**config.mk**
```make
export PLATFORM = sky130hd
export DESIGN_NAME = tt_sel_seq
export DESIGN_NICKNAME = d
export VERILOG_FILES = /design/src/rtl/tt_sel_seq.sv
export SDC_FILE = /design/constraint.sdc
export NUM_CORES = 1
export LEC_CHECK = 0
export ABC_AREA = 1
export CORE_ASPECT_RATIO = 1.75
export CORE_MARGIN = 10
export CORE_UTILIZATION = 40
export CTS_BUF_LIST = sky130_fd_sc_hd__clkbuf_2 sky130_fd_sc_hd__clkbuf_4 sky130_fd_sc_hd__clkbuf_8
export DETAILED_ROUTE_END_ITERATION = 8
export HOLD_SLACK_MARGIN = 0.06
export MAX_ROUTING_LAYER = met4
export PLACE_DENSITY = 0.57
export SLEW_MARGIN = 20
export SYNTH_ARGS = -nofsm -noshare
export SYNTH_HDL_FRONTEND = slang
export SYNTH_SLANG_ARGS = --single-unit
```
**constraint.sdc**
```tcl
create_clock -name clk -period 3.4 [get_ports clk]
set_clock_uncertainty 0.2 [all_clocks]
set_input_delay 0.68 -clock clk [delete_from_list [all_inputs] [get_ports clk]]
set_output_delay 0.68 -clock clk [all_outputs]
set_load 0.005 [all_outputs]
```
**src/rtl/tt_sel_seq.sv**
```systemverilog
// tt_sel_seq: drives the mux controller's select counter (reset / increment / enable) to reach a requested address
module tt_sel_seq #(
  parameter int ADDR_W     = 10,
  parameter int PULSE_CYC  = 2,
  parameter int GAP_CYC    = 2,
  parameter int RST_CYC    = 4,
  parameter int SETTLE_CYC = 2
) (
  input  logic              clk,
  input  logic              rst_n,
  input  logic              req_valid,
  output logic              req_ready,
  input  logic [ADDR_W-1:0] req_addr,
  input  logic              req_ena,
  input  logic              req_force,
  output logic              ctrl_sel_rst_n,
  output logic              ctrl_sel_inc,
  output logic              ctrl_ena,
  output logic [ADDR_W-1:0] cur_addr,
  output logic              busy,
  output logic              done
);
  typedef enum logic [2:0] {IDLE, ENA_OFF, RST, INC_HI, INC_LO, SETTLE, DONE} state_t;
  state_t            r_state, w_nxt;
  logic [31:0]       r_cnt, w_lim;
  logic [ADDR_W-1:0] r_addr, r_delta, w_delta, r_cur;
  logic              r_ena_req, r_force, w_last, w_acc;
  logic              r_sel_rst_n, r_inc, r_ena, r_done, r_busy, r_ready;

  assign w_acc          = req_valid & r_ready;
  assign req_ready      = r_ready;
  assign ctrl_sel_rst_n = r_sel_rst_n;
  assign ctrl_sel_inc   = r_inc;
  assign ctrl_ena       = r_ena;
  assign cur_addr       = r_cur;
  assign busy           = r_busy;
  assign done           = r_done;

  // next state and remaining increment count; every timed state ends when its cycle count expires
  always_comb begin
    w_lim   = r_state == RST ? 32'(RST_CYC) : r_state == INC_HI ? 32'(PULSE_CYC) :
              r_state == INC_LO ? 32'(GAP_CYC) : 32'(SETTLE_CYC);
    w_last  = r_cnt == w_lim - 32'd1;
    w_nxt   = r_state;
    w_delta = r_delta;
    case (r_state)
      IDLE:    if (w_acc) w_nxt = ENA_OFF;
      ENA_OFF: if (w_last) begin
                 if (!r_force && r_addr == r_cur) w_nxt = SETTLE;
                 else if (!r_force && r_addr > r_cur) begin
                   w_nxt   = INC_HI;
                   w_delta = r_addr - r_cur;
                 end else w_nxt = RST;
               end
      RST:     if (w_last) begin
                 w_delta = r_addr;
                 w_nxt   = r_addr == '0 ? SETTLE : INC_HI;
               end
      INC_HI:  if (w_last) w_nxt = INC_LO;
      INC_LO:  if (w_last) begin
                 w_delta = r_delta - ADDR_W'(1);
                 w_nxt   = w_delta == '0 ? SETTLE : INC_HI;
               end
      SETTLE:  if (w_last) w_nxt = DONE;
      DONE:    w_nxt = IDLE;
      default: w_nxt = IDLE;
    endcase
  end

  // state register with per-state cycle counter and remaining pulse count
  always_ff @(posedge clk or negedge rst_n)
    if (!rst_n) begin
      r_state <= IDLE;
      r_cnt   <= '0;
      r_delta <= '0;
    end else begin
      r_state <= w_nxt;
      r_cnt   <= (w_nxt != r_state || r_state == IDLE) ? '0 : r_cnt + 32'd1;
      r_delta <= w_delta;
    end

  // capture the request fields at acceptance
  always_ff @(posedge clk or negedge rst_n)
    if (!rst_n) begin
      r_addr    <= '0;
      r_ena_req <= 1'b0;
      r_force   <= 1'b0;
    end else if (w_acc) begin
      r_addr    <= req_addr;
      r_ena_req <= req_ena;
      r_force   <= req_force;
    end

  // outputs registered from the next state so they line up with the state they belong to
  always_ff @(posedge clk or negedge rst_n)
    if (!rst_n) begin
      r_sel_rst_n <= 1'b0;
      r_inc       <= 1'b0;
      r_ena       <= 1'b0;
      r_cur       <= '0;
      r_done      <= 1'b0;
      r_busy      <= 1'b0;
      r_ready     <= 1'b1;
    end else begin
      r_sel_rst_n <= w_nxt != RST;
      r_inc       <= w_nxt == INC_HI;
      r_ena       <= w_nxt == DONE ? r_ena_req : w_nxt == IDLE ? r_ena : 1'b0;
      r_cur       <= (w_nxt == RST && r_state != RST) ? '0 :
                     (w_nxt == INC_HI && r_state != INC_HI) ? r_cur + ADDR_W'(1) : r_cur;
      r_done      <= w_nxt == DONE;
      r_busy      <= w_nxt != IDLE;
      r_ready     <= w_nxt == IDLE;
    end
endmodule
```
# [Word-level counts from Yosys, hierarchy flattened]
# Cells that the tools add are included.
[totals] register_bits=73 in_bits=15 out_inout_bits=16 word_cells=77
[classes] add_sub_neg=5 order_cmp=1 n_eq_ne=20 muxes=23 bitwise_logic=1 reduce_logical=14
[ops] operator="$mux 10" count=7
[ops] operator="$add 32x1->32 const B" count=1
[ops] operator="$eq 32x32->1" count=1
[ops] operator="$mux 32" count=1
[ops] operator="$mux 3" count=10
[ops] operator="$pmux 10 s3" count=1
[ops] operator="$logic_not 10->1" count=2
[ops] operator="$pmux 3 s6" count=1
[ops] operator="$eq 3x2->1 const B" count=4
[ops] operator="$ne 2x2->1 const B" count=6
[ops] operator="$add 10x1->10 const B" count=1
[ops] operator="$eq 10x10->1" count=1
[ops] operator="$gt 10x10->1" count=1
[ops] operator="$sub 10x1->10 const B" count=1
[ops] operator="$sub 10x10->10" count=1
[ops] operator="$eq 3x3->1 const B" count=3
[ops] operator="$ne 3x2->1 const B" count=3
[ops] operator="$logic_not 3->1" count=2
[ops] operator="$reduce_and 6->1" count=1
[ops] operator="$reduce_bool 3->1" count=2
[ops] operator="$logic_and 1x1->1" count=4
[ops] operator="$sub 3x1->4 const B" count=1
[ops] operator="$eq 3x1->1 const B" count=1
[ops] operator="$mux 1" count=3
[ops] operator="other kinds (5)" count=5

# [Logic depth before layout (Yosys ltp)]
# Gate-level depths: netlist (run 1).
[depth] depth_word=10 mapped_depth=20 depth_no_buf=20

# [Worst setup path before layout (run 1)]
# No wires, ideal clock.
[synth_path] path_kind="register to register" start="reg r_cur[3], in the netlist cur_addr[3]" end="reg r_cnt[16]" setup_ns=0.069 arrival_time_ns=2.151 required_time_ns=3.131 path_slack_ns=0.980 stages_incl_launch_ff=16 n_path_buf=1 synth_period_minus_slack_ns=2.420 path_cell_list="dfrtp_1 inv_1 ha_1 a21oi_1 o21ai_0 nand2_1 nand3_1 nand2_1 a21oi_1 nor2_2 nor2_4 nand2_1 o21ai_2 nand3b_4 buf_6 nor2_2"
[synth_between] elab_chain_cells=9 word_cells_on_any_way=11 cone_classes="order compare: 1; eq/ne: 2; mux: 5; reduce/logical: 3"
[synth_lines] element="start, declared" line="26" text="logic [ADDR_W-1:0] r_addr, r_delta, w_delta, r_cur;"
[synth_lines] element="start signal, assigned" line="108" text="r_cur <= (w_nxt == RST && r_state != RST) ? '0 :"
[synth_lines] element="$gt 10x10->1" line="50" text="else if (!r_force && r_addr > r_cur) begin"
[synth_lines] element="$logic_and 1x1->1" line="50"
[synth_lines] element="$mux 1" line="50"
[synth_lines] element="$mux 3 (*)" line="49" text="if (!r_force && r_addr == r_cur) w_nxt = SETTLE;"
[synth_lines] element="$mux 3 (*)" line="48" text="ENA_OFF: if (w_last) begin"
[synth_lines] element="$pmux 3 s6 (*)" line="46" text="case (r_state)"
[synth_lines] element="via w_nxt[0]" line="24" text="state_t r_state, w_nxt;"
[synth_lines] element="$ne 3x3->1 (*)" line="78" text="r_cnt <= (w_nxt != r_state || r_state == IDLE) ? '0 : r_cnt + 32'd1;"
[synth_lines] element="$logic_or 1x1->1 (*)" line="78"
[synth_lines] element="$mux 32 (*)" line="78"
[synth_lines] element="end signal, assigned" line="78"
[synth_lines] element="end, declared" line="25" text="logic [31:0] r_cnt, w_lim;"
# Mark *: on every way through the listed nets, which the timed path passes. The rest lies on a longest branch.
# A chain may end at the register's enable or synchronous reset.

# [Worst setup path after layout (run 1)]
[layout_path] start="reg r_cur[6], in the netlist cur_addr[6]" end="reg r_cnt[0]"
# Same word-level chain as after synthesis.

==> results.toml, run 1 <==
[logic_synthesis]
synth-simple-area-share = 0.3269
ys_seq_area_frac = 0.3834
syn_area_mm2 = 0.004768
syn_nets = 664
yosysUniqueCellTypes = 43
synth_top_family_by_area = "simple AND/OR/NAND/NOR gates"
synth.area.mux_share = 0.01181
synth_edf_count = 0
syn_area_per_cell_um2 = 7.521
yosysTopAreaCellShare = 0.3779
synth_xor_xnor_area_share = 0.07347
async_flop_share = 1.000
netlist.top_cell.by_area = "dfrtp_1"
synth_compound_area_frac = 0.07977
synthAdderAreaFrac = 0.04093
ys_top_cells_by_area = "dfrtp_1, nand2_1, nor2_1, inv_1, xor2_1"
synth_cells = 634
ys_ff_latch = 73
synth_ff_type = "dfrtp_1"
ys_warn_count = 0

[floorplan]
num_rows = 52
fp.coreArea_mm2 = 0.01165
start_util = 0.4094
io-pin-count = 31
dieArea_mm2 = 0.01686
die_width_um = 102.5
die_h_um = 164.4

[place]
io_buffers = 30
place_area_mm2 = 0.005192
gp_congestion = 0.9458
place_ws_ps = 310.1
dp.final_hpwl_mm = 9.254

[clock_tree]
clockRootBuffer = "clkbuf_8"
insertion_delay_ps = 360
h-tree-depth = 3
cts_inserted_buffers = 9
cts.sinks = 73
clock_path_buffers = 2
clk_pin_slew_worst_paths_ps = 80
cts_tree = "done"

[global_routing]
antenna_found_initial = 0
grt_pass1_wl_mm = 20.76
grt_pass1_vias = 4350
grtUsageTotal = 0.1602
grt_remaining_overflow = 0
grt_max_degree = 74

[job]
drv_cap = 0

[route]
drc = 0
vias = 4119
vias_per_cell = 5.085
first_pass_iters = 5
antenna_left = 0
wl_mm = 12.20
dr.first_iter.drc_count = 185
wire_per_inst_um = 15.06

[sta]
fin_crit_ps = 3095
finalSetupViolCount = 0
fin_ws_ps = 305.3
max_freq_mhz = 323.1
rsz0062_at_grt = "yes"
final_hold_viol_count = 0
relSlewSlack = 0.3643
tightest_slew_ps = 953.5
slew_viol_final = 0
timing.final.crit_share = 0.9102

[setup_path]
critPathArrivalTime_ps = 3160
end_kind = "register"
path_class = "register to register"
slowest_delay_ps = 430
path_max_fanout = 32
path_buf_inv = 1
crit_family = "simple AND/OR/NAND/NOR gates"
cpMaxStageDelayCell = "nand3b_4"
crit_chain = "inv_1 > ha_1 > nand2_1 > nor2_1 > nand3_1 > nor2_1 > nand4_1 > nand2_1 > nor2_2 > nor2_4 > nand2_1 > o21ai_2 > nand3b_4 > nor2_1"
cp-start-kind = "register"
crit_required_ps = 3470

[pwr]
p_per_area_mw_per_mm2 = 314.8
power_leakage_nw = 2.563
ir_worst_vdd_mv = 0.2453

[layout]
n_antenna_cell = 0
layout.nets = 700
area_growth_pct = 13.80
fin_area_mm2 = 0.005426
final_layout_size_suffix_gt1_frac = 0.1185

[hold_path]
hp-class = "input pin to async pin"

[outcome]
status = "completed"
==> cell usage after synthesis (2+ instances only) <==
cell and number:
nor3_1 16, nand3_1 46, mux2_2 5, nor2_1 92, xor2_1 27, clkbuf_1 2, nand2_1 120, o21bai_1 3
nor2_4 2, o221ai_1 2, nand3_2 2, a31oi_1 4, a21oi_1 27, inv_2 4, inv_1 85, o21ai_0 18
dfrtp_1 72, ha_1 14, o22ai_1 2, nand4_1 9, buf_6 4, nand2_2 7, a22oi_1 2, nor2_2 34
xnor2_1 13, nor4_1 4, nand3b_1 2
==> metrics by stage <==
step | setup TNS [ps] | power (mW) | instances | util | hold slack [ps]
after floorplan | 0 | 0.8850 | 634 | - | 184.4
after global placement | 0 | 0.9200 | 794 | 0.4459 | 275.2
after detailed placement | 0 | 0.9207 | 794 | 0.4459 | 287.8
after CTS | 0 | 1.735 | 810 | 0.4659 | 300.9
after global routing | -65.86 | 1.776 | 810 | 0.4659 | 326.8
final | 0 | 1.708 | 810 | 0.4659 | 244.4
==> area by class of cell <==
type	instances	area (um^2)
Fill cell	1202	6220
Inverter	89	334.1
Clock buffer	14	173.9
Multi-Input combinational cell	464	2541
Sequential cell	73	1828
Clock inverter	2	60.06
Timing Repair Buffer	33	320.3
Tap cell	135	168.9
==> layout by cell type (no fill, tap or decap), types with 2 or more instances in the layout <==
cell | netlist | layout
nand2_1 | 120 | 120
nor2_1 | 92 | 92
inv_1 | 85 | 85
dfrtp_1 | 72 | 72
nand3_1 | 46 | 46
nor2_2 | 34 | 34
clkdlybuf4s50_1 | 0 | 29
a21oi_1 | 27 | 27
xor2_1 | 27 | 27
o21ai_0 | 18 | 18
nor3_1 | 16 | 16
ha_1 | 14 | 14
xnor2_1 | 13 | 13
clkbuf_8 | 0 | 11
nand4_1 | 9 | 9
nand2_2 | 7 | 7
mux2_2 | 5 | 5
inv_2 | 4 | 4
nor4_1 | 4 | 4
a31oi_1 | 4 | 4
buf_4 | 1 | 4
o21bai_1 | 3 | 3
clkbuf_4 | 0 | 3
nor2_4 | 2 | 2
nand3_2 | 2 | 2
nand3b_1 | 2 | 2
a22oi_1 | 2 | 2
o221ai_1 | 2 | 2
o22ai_1 | 2 | 2
bufinv_16 | 0 | 2
==> power breakdown <==
part | total, mW | internal (mW) | switching, mW
Combinational | 0.0336 | 0.0137 | 0.0199
Sequential | 0.868 | 0.868 | 0
Clock | 0.807 | 0.479 | 0.328
Total | 1.71 | 1.36 | 0.348
==> worst register-to-register path, stage by stage, from the launching register on <==
cell,delay (ps)
dfrtp_1,420
inv_1,100
ha_1,390
nand2_1,120
nor2_1,190
nand3_1,140
nor2_1,110
nand4_1,130
nand2_1,120
nor2_2,60
nor2_4,170
nand2_1,90
o21ai_2,90
nand3b_4,430
nor2_1,250
==> worst paths after layout <==
check                            start      endpoint  slack, ps  cells past startpoint
min in group clk              ctrl_ena      ctrl_ena        300                      2
hold / removal                   rst_n   cur_addr[6]        240                      1
setup reg to reg           cur_addr[6]      r_cnt[0]        310                     14
max in group asynchronous        rst_n  ctrl_sel_inc       2110                      1
hold reg to reg               ctrl_ena      ctrl_ena        300                      2
setup / recovery           cur_addr[6]      r_cnt[0]        310                     14
==> metal layers <==
layer / up-vias / wire length (um) / global-route usage
met5: - / 0 / -
met4: 0 / 385 / 0.07474
met3: 26 / 373 / 0.02050
met2: 83 / 6716 / 0.2884
met1: 1918 / 4720 / 0.1670
li1: 2092 / - / -
==> what timing repair did <==
item,CTS,global route
resized for setup,0,0
setup endpoints to repair,0,8
setup buffers,0,0
hold buffers,0,0
==> cells by family (layout without fill, tap and decap cells) <==
logic type / count (synthesis) / count (layout)
mux: 5 / 5
flops: 73 / 73
xor+xnor: 40 / 40
simple gates: 338 / 338
compound gates: 66 / 66
buf+inv: 97 / 138
fa+ha+maj: 15 / 15
==> registers in the layout (all words and copies together), names as in the netlist <==
name            flops
busy                1
ctrl_ena            1
ctrl_sel_inc        1
ctrl_sel_rst_n      1
cur_addr           10
done                1
r_addr             10
r_cnt              32
r_delta            10
r_ena_req           1
r_force             1
r_state             3
req_ready           1
No activity file was read; power rests on OpenSTA's default activity.
==> run 2: changes to the inputs <==
Settings changed: CTS_BUF_LIST sky130_fd_sc_hd__clkbuf_2 sky130_fd_sc_hd__clkbuf_4 sky130_fd_sc_hd__clkbuf_8 to sky130_fd_sc_hd__clkbuf_4 sky130_fd_sc_hd__clkbuf_8.
Clock period 3.4 ns to 3.68 ns, I/O delays scaled along.
==> results.toml, run 2 (synthesis gave the netlist of run 1 again) <==
[route]
wl_met2_mm = 6.651
routed.top_layer = "met4"
wl_mm = 12.30
antenna_left = 0
first_pass_iters = 4
drc = 0
vias_per_cell = 5.083
wire_per_inst_um = 15.21
dr.first_iter.drc_count = 189
wl_met3_um = 356
vias = 4112
met1_length_mm = 4.732

[sta]
finalSetupTns_ps = 0
fin_ws_ps = 592.8
final_hold_viol_count = 0
fin_crit_ps = 3087
slew_viol_final = 0
tightest_slew_ps = 956.2
max_freq_mhz = 323.9
rsz0062_at_grt = "no"
relSlewSlack = 0.3626
finalSetupViolCount = 0
worst_hold_slack_ps = 294.5
timing.final.crit_share = 0.8389

[floorplan]
die_h_um = 164.4
num_rows = 52
dieArea_mm2 = 0.01686
io-pin-count = 31
fp.coreArea_mm2 = 0.01165
die_width_um = 102.5
start_util = 0.4094

[clock_tree]
cts_tree = "done"
clk_pin_slew_worst_paths_ps = 80
clock_path_buffers = 2
cts.sinks = 73
cts_setup_buffers = 0
clockRootBuffer = "clkbuf_8"
cts_hold_buf = 0
cts_resized = 0
h-tree-depth = 3
cts_inserted_buffers = 9
insertion_delay_ps = 360

[setup_path]
r2r_slack_ps = 590
path_max_fanout = 32
startpoint = "cur_addr[3]"
path_class = "register to register"
critPathArrivalTime_ps = 3150
cp-start-kind = "register"
critical_path.reg2reg.endpoint = "r_cnt[0]"
endpoint = "r_cnt[0]"
ff2ff_path_depth = 14
crit_required_ps = 3750
r2r_start = "cur_addr[3]"
end_kind = "register"

[layout]
layout.nets = 699
post-route-util = 0.4634
regArea_mm2 = 0.001828
area_growth_pct = 13.17
n_antenna_cell = 0
final_layout_size_suffix_gt1_frac = 0.1172
layout_commonest_cell = "nand2_1"
largest_register_ffs = 32
final_cell_mix = "nand2_1, nor2_1, inv_1"
regMostFlops = "r_cnt"
fin_area_mm2 = 0.005396
nFillCells = 1201
multi_input_area_mm2 = 0.002541

[global_routing]
grt_pass1_wl_mm = 20.64
grt_remaining_overflow = 0
grtUsageTotal = 0.1609
antenna_found_initial = 0
grt_max_degree = 74
grt_pass1_vias = 4288

[pwr]
power.internal_mw = 1.188
p_seq_frac = 0.529
power_frac_clock = 0.450
combPwrFrac = 0.021
power_leakage_nw = 2.545
sw_frac_of_total = 0.2157
p_per_area_mw_per_mm2 = 280.7
power_switching_mw = 0.3268
ir_worst_vdd_mv = 0.1771

[job]
drv_cap = 0

[place]
place_ws_ps = 583.0
gp_congestion = 0.9489
place_area_mm2 = 0.005185
io_buffers = 30
dp.final_hpwl_mm = 9.339

[hold_path]
hp-class = "register to register"
min_from = "r_cnt[0]"

[outcome]
status = "completed"
[run 2: worst min-delay path by stage]
stage                to  slack (ps)  cells past startpoint
2_1_floorplan      busy         240                      0
3_3_place_gp   r_cnt[0]         280                      1
3_5_place_dp   r_cnt[0]         290                      1
4_1_cts        r_cnt[0]         300                      1
5_1_grt        r_cnt[0]         330                      1
6_report       r_cnt[0]         290                      1
[run 2: through the flow]
stage,std cells,power [mW]
finish,809,1.515
global route,809,1.577
CTS,809,1.540
detailed placement,793,0.8503
global placement,793,0.8502
floorplan,634,0.8177
[run 2: layout make-up]
class | count | share of cell area
clock buffers | 14 | 0.03223
clock inverters | 2 | 0.006956
inverters | 89 | 0.06191
multi-input cells | 464 | 0.4709
flip-flops and latches | 73 | 0.3387
well taps | 135 | 0.03130
repair buffers | 32 | 0.05796
[run 2: power groups by stage]
stage          Combinational [mW]  Sequential [mW]  Clock, mW
2_1_floorplan            0.000101            0.818          0
3_5_place_dp               0.0330            0.817          0
3_3_place_gp               0.0328            0.817          0
6_report                   0.0316            0.802      0.682
5_1_grt                    0.0353            0.801      0.740
4_1_cts                    0.0330            0.801      0.706
[run 2: worst max-delay path, stage by stage (launching register included)]
cell and delay (ps):
dfrtp_1 430, inv_1 100, ha_1 390, a21oi_1 130, o21ai_0 230, nand2_1 80
nand3_1 70, nand2_1 80, a21oi_1 200, nor2_2 70, nor2_4 160, nand2_1 90
o21ai_2 90, nand3b_4 440, nor2_1 220
[run 2: layer usage]
metal	vias up	GRT usage
met5	-	-
met4	0	0.09214
met3	33	0.02845
met2	72	0.2828
met1	1915	0.1621
li1	2092	-
==> run 3: changes to the inputs <==
Clock period 3.68 ns to 3.2 ns, I/O delays scaled along.
==> results.toml, run 3 (synthesis gave the netlist of run 1 again) <==
[pwr]
power_switching_mw = 0.3838
power_leakage_nw = 2.583
power.internal_mw = 1.393
p_seq_frac = 0.519
combPwrFrac = 0.020
ir_worst_vdd_mv = 0.2103
sw_frac_of_total = 0.2160
p_per_area_mw_per_mm2 = 326.2
power_frac_clock = 0.461

[sta]
slew_viol_final = 0
rsz0062_at_grt = "yes"
relSlewSlack = 0.3656
fin_crit_ps = 2941
final_hold_viol_count = 0
max_freq_mhz = 340.0
timing.final.crit_share = 0.9191
tightest_slew_ps = 951.7
finalSetupViolCount = 0

[place]
dp_cells = 795
dp.final_hpwl_mm = 9.599
gp_congestion = 0.9042
io_buffers = 30
place_area_mm2 = 0.005200

[floorplan]
io-pin-count = 31
start_util = 0.4094
fp.coreArea_mm2 = 0.01165
dieArea_mm2 = 0.01686
num_rows = 52
die_h_um = 164.4
die_width_um = 102.5

[route]
vias_per_cell = 5.144
first_pass_iters = 4
dr.first_iter.drc_count = 231
wl_mm = 12.78
wire_per_inst_um = 15.74
drc = 0
antenna_left = 0
vias = 4177

[layout]
final_cell_mix = "nand2_1, nor2_1, inv_1"
layout.nets = 702
n_antenna_cell = 0
post-route-util = 0.4678
final-instance-count-excl-fill = 812
final_layout_size_suffix_gt1_frac = 0.1226
regMostFlops = "r_cnt"
area_growth_pct = 14.25
fin_area_mm2 = 0.005448
layout_commonest_cell = "nand2_1"
largest_register_ffs = 32

[hold_path]
hp-class = "input pin to async pin"

[setup_path]
startpoint = "r_delta[0]"
cpMaxStageDelayCell = "dfrtp_1"
endpoint = "r_cnt[13]"
crit_required_ps = 3280
crit_chain = "inv_1 > ha_1 > inv_1 > nor2_1 > nand2_1 > o21ai_0 > nand2_1 > inv_1 > nand2_1 > nor2_1 > nand2_1 > nand2_1 > nand2_1 > nand2_1 > nand3_1 > nand2_1 > nand3b_4 > nor2_2"
critPathArrivalTime_ps = 3020
r2r_slack_ps = 260
path_max_fanout = 16
r2r_start = "r_delta[0]"
path_class = "register to register"
critical_path.reg2reg.endpoint = "r_cnt[13]"
end_kind = "register"
ff2ff_path_depth = 18
cp_common_cell = "nand2_1"
cp-start-kind = "register"
slowest_delay_ps = 420

[clock_tree]
cts_resized = 0
cts.sinks = 73
clock_path_buffers = 2
clk_pin_slew_worst_paths_ps = 90
cts_inserted_buffers = 9
clockRootBuffer = "clkbuf_8"
h-tree-depth = 3
insertion_delay_ps = 360
cts_hold_buf = 0
cts_setup_buffers = 0
cts_tree = "done"

[outcome]
status = "completed"

[global_routing]
grtUsageTotal = 0.1610
grt_max_degree = 74
grt_remaining_overflow = 0
grtUsageMet3 = 0.02971
antenna_found_initial = 0
grt_pass1_vias = 4238
met2_usage = 0.2852
busiest_layer = "met2"
use_met1 = 0.1644
grt_pass1_wl_mm = 20.49

[job]
drv_cap = 0
[run 3: stage by stage]
stage	hold slack [ps]	TNS, ps	power, mW	setup WS (ps)
finish	210.2	0	1.777	258.8
global route	263.2	-10.72	1.846	-10.72
CTS	244.6	0	1.805	64.45
detailed placement	284.5	0	0.9778	104.8
global placement	277.2	0	0.9775	163.6
floorplan	144.4	0	0.9403	779.7
[run 3: power groups by stage]
stage / clock, mW / sequential, mW / combinational [mW]
after global routing: 0.884 / 0.922 / 0.0407
after floorplan: 0 / 0.940 / 0.000116
after global placement: 0 / 0.940 / 0.0375
final: 0.819 / 0.922 / 0.0359
after CTS: 0.845 / 0.922 / 0.0380
after detailed placement: 0 / 0.940 / 0.0378
[run 3: worst min-delay path by stage]
stage	start	to	cells past startpoint
floorplan	rst_n	busy	0
global placement	ctrl_ena	ctrl_ena	2
detailed placement	r_cnt[0]	r_cnt[0]	1
CTS	rst_n	cur_addr[9]	1
global route	rst_n	cur_addr[9]	1
finish	rst_n	cur_addr[9]	1
[run 3: routing by layer]
layer,part of all wire,wire [um]
met5,0,0
met3,0.030,384
met4,0.040,507
met2,0.55,6971
met1,0.38,4918
[run 3: worst max-delay path: cells and delay by family, from the launching register on]
kind,cells,cell delay [ps]
flip-flops,1,420
adder cells (fa/ha/maj),1,190
buffers and inverters,3,270
AND/OR/NAND/NOR,13,1570
AO/OA/AOI/OAI,1,190
[run 3: final cells by class]
cell class / count / area, um^2
multi-input cells: 465 / 2565
clock buffers: 11 / 138.9
well taps: 135 / 168.9
inverters: 89 / 336.6
flip-flops and latches: 73 / 1828
clock inverters: 5 / 82.58
fillers: 1166 / 6198
repair buffers: 34 / 327.8
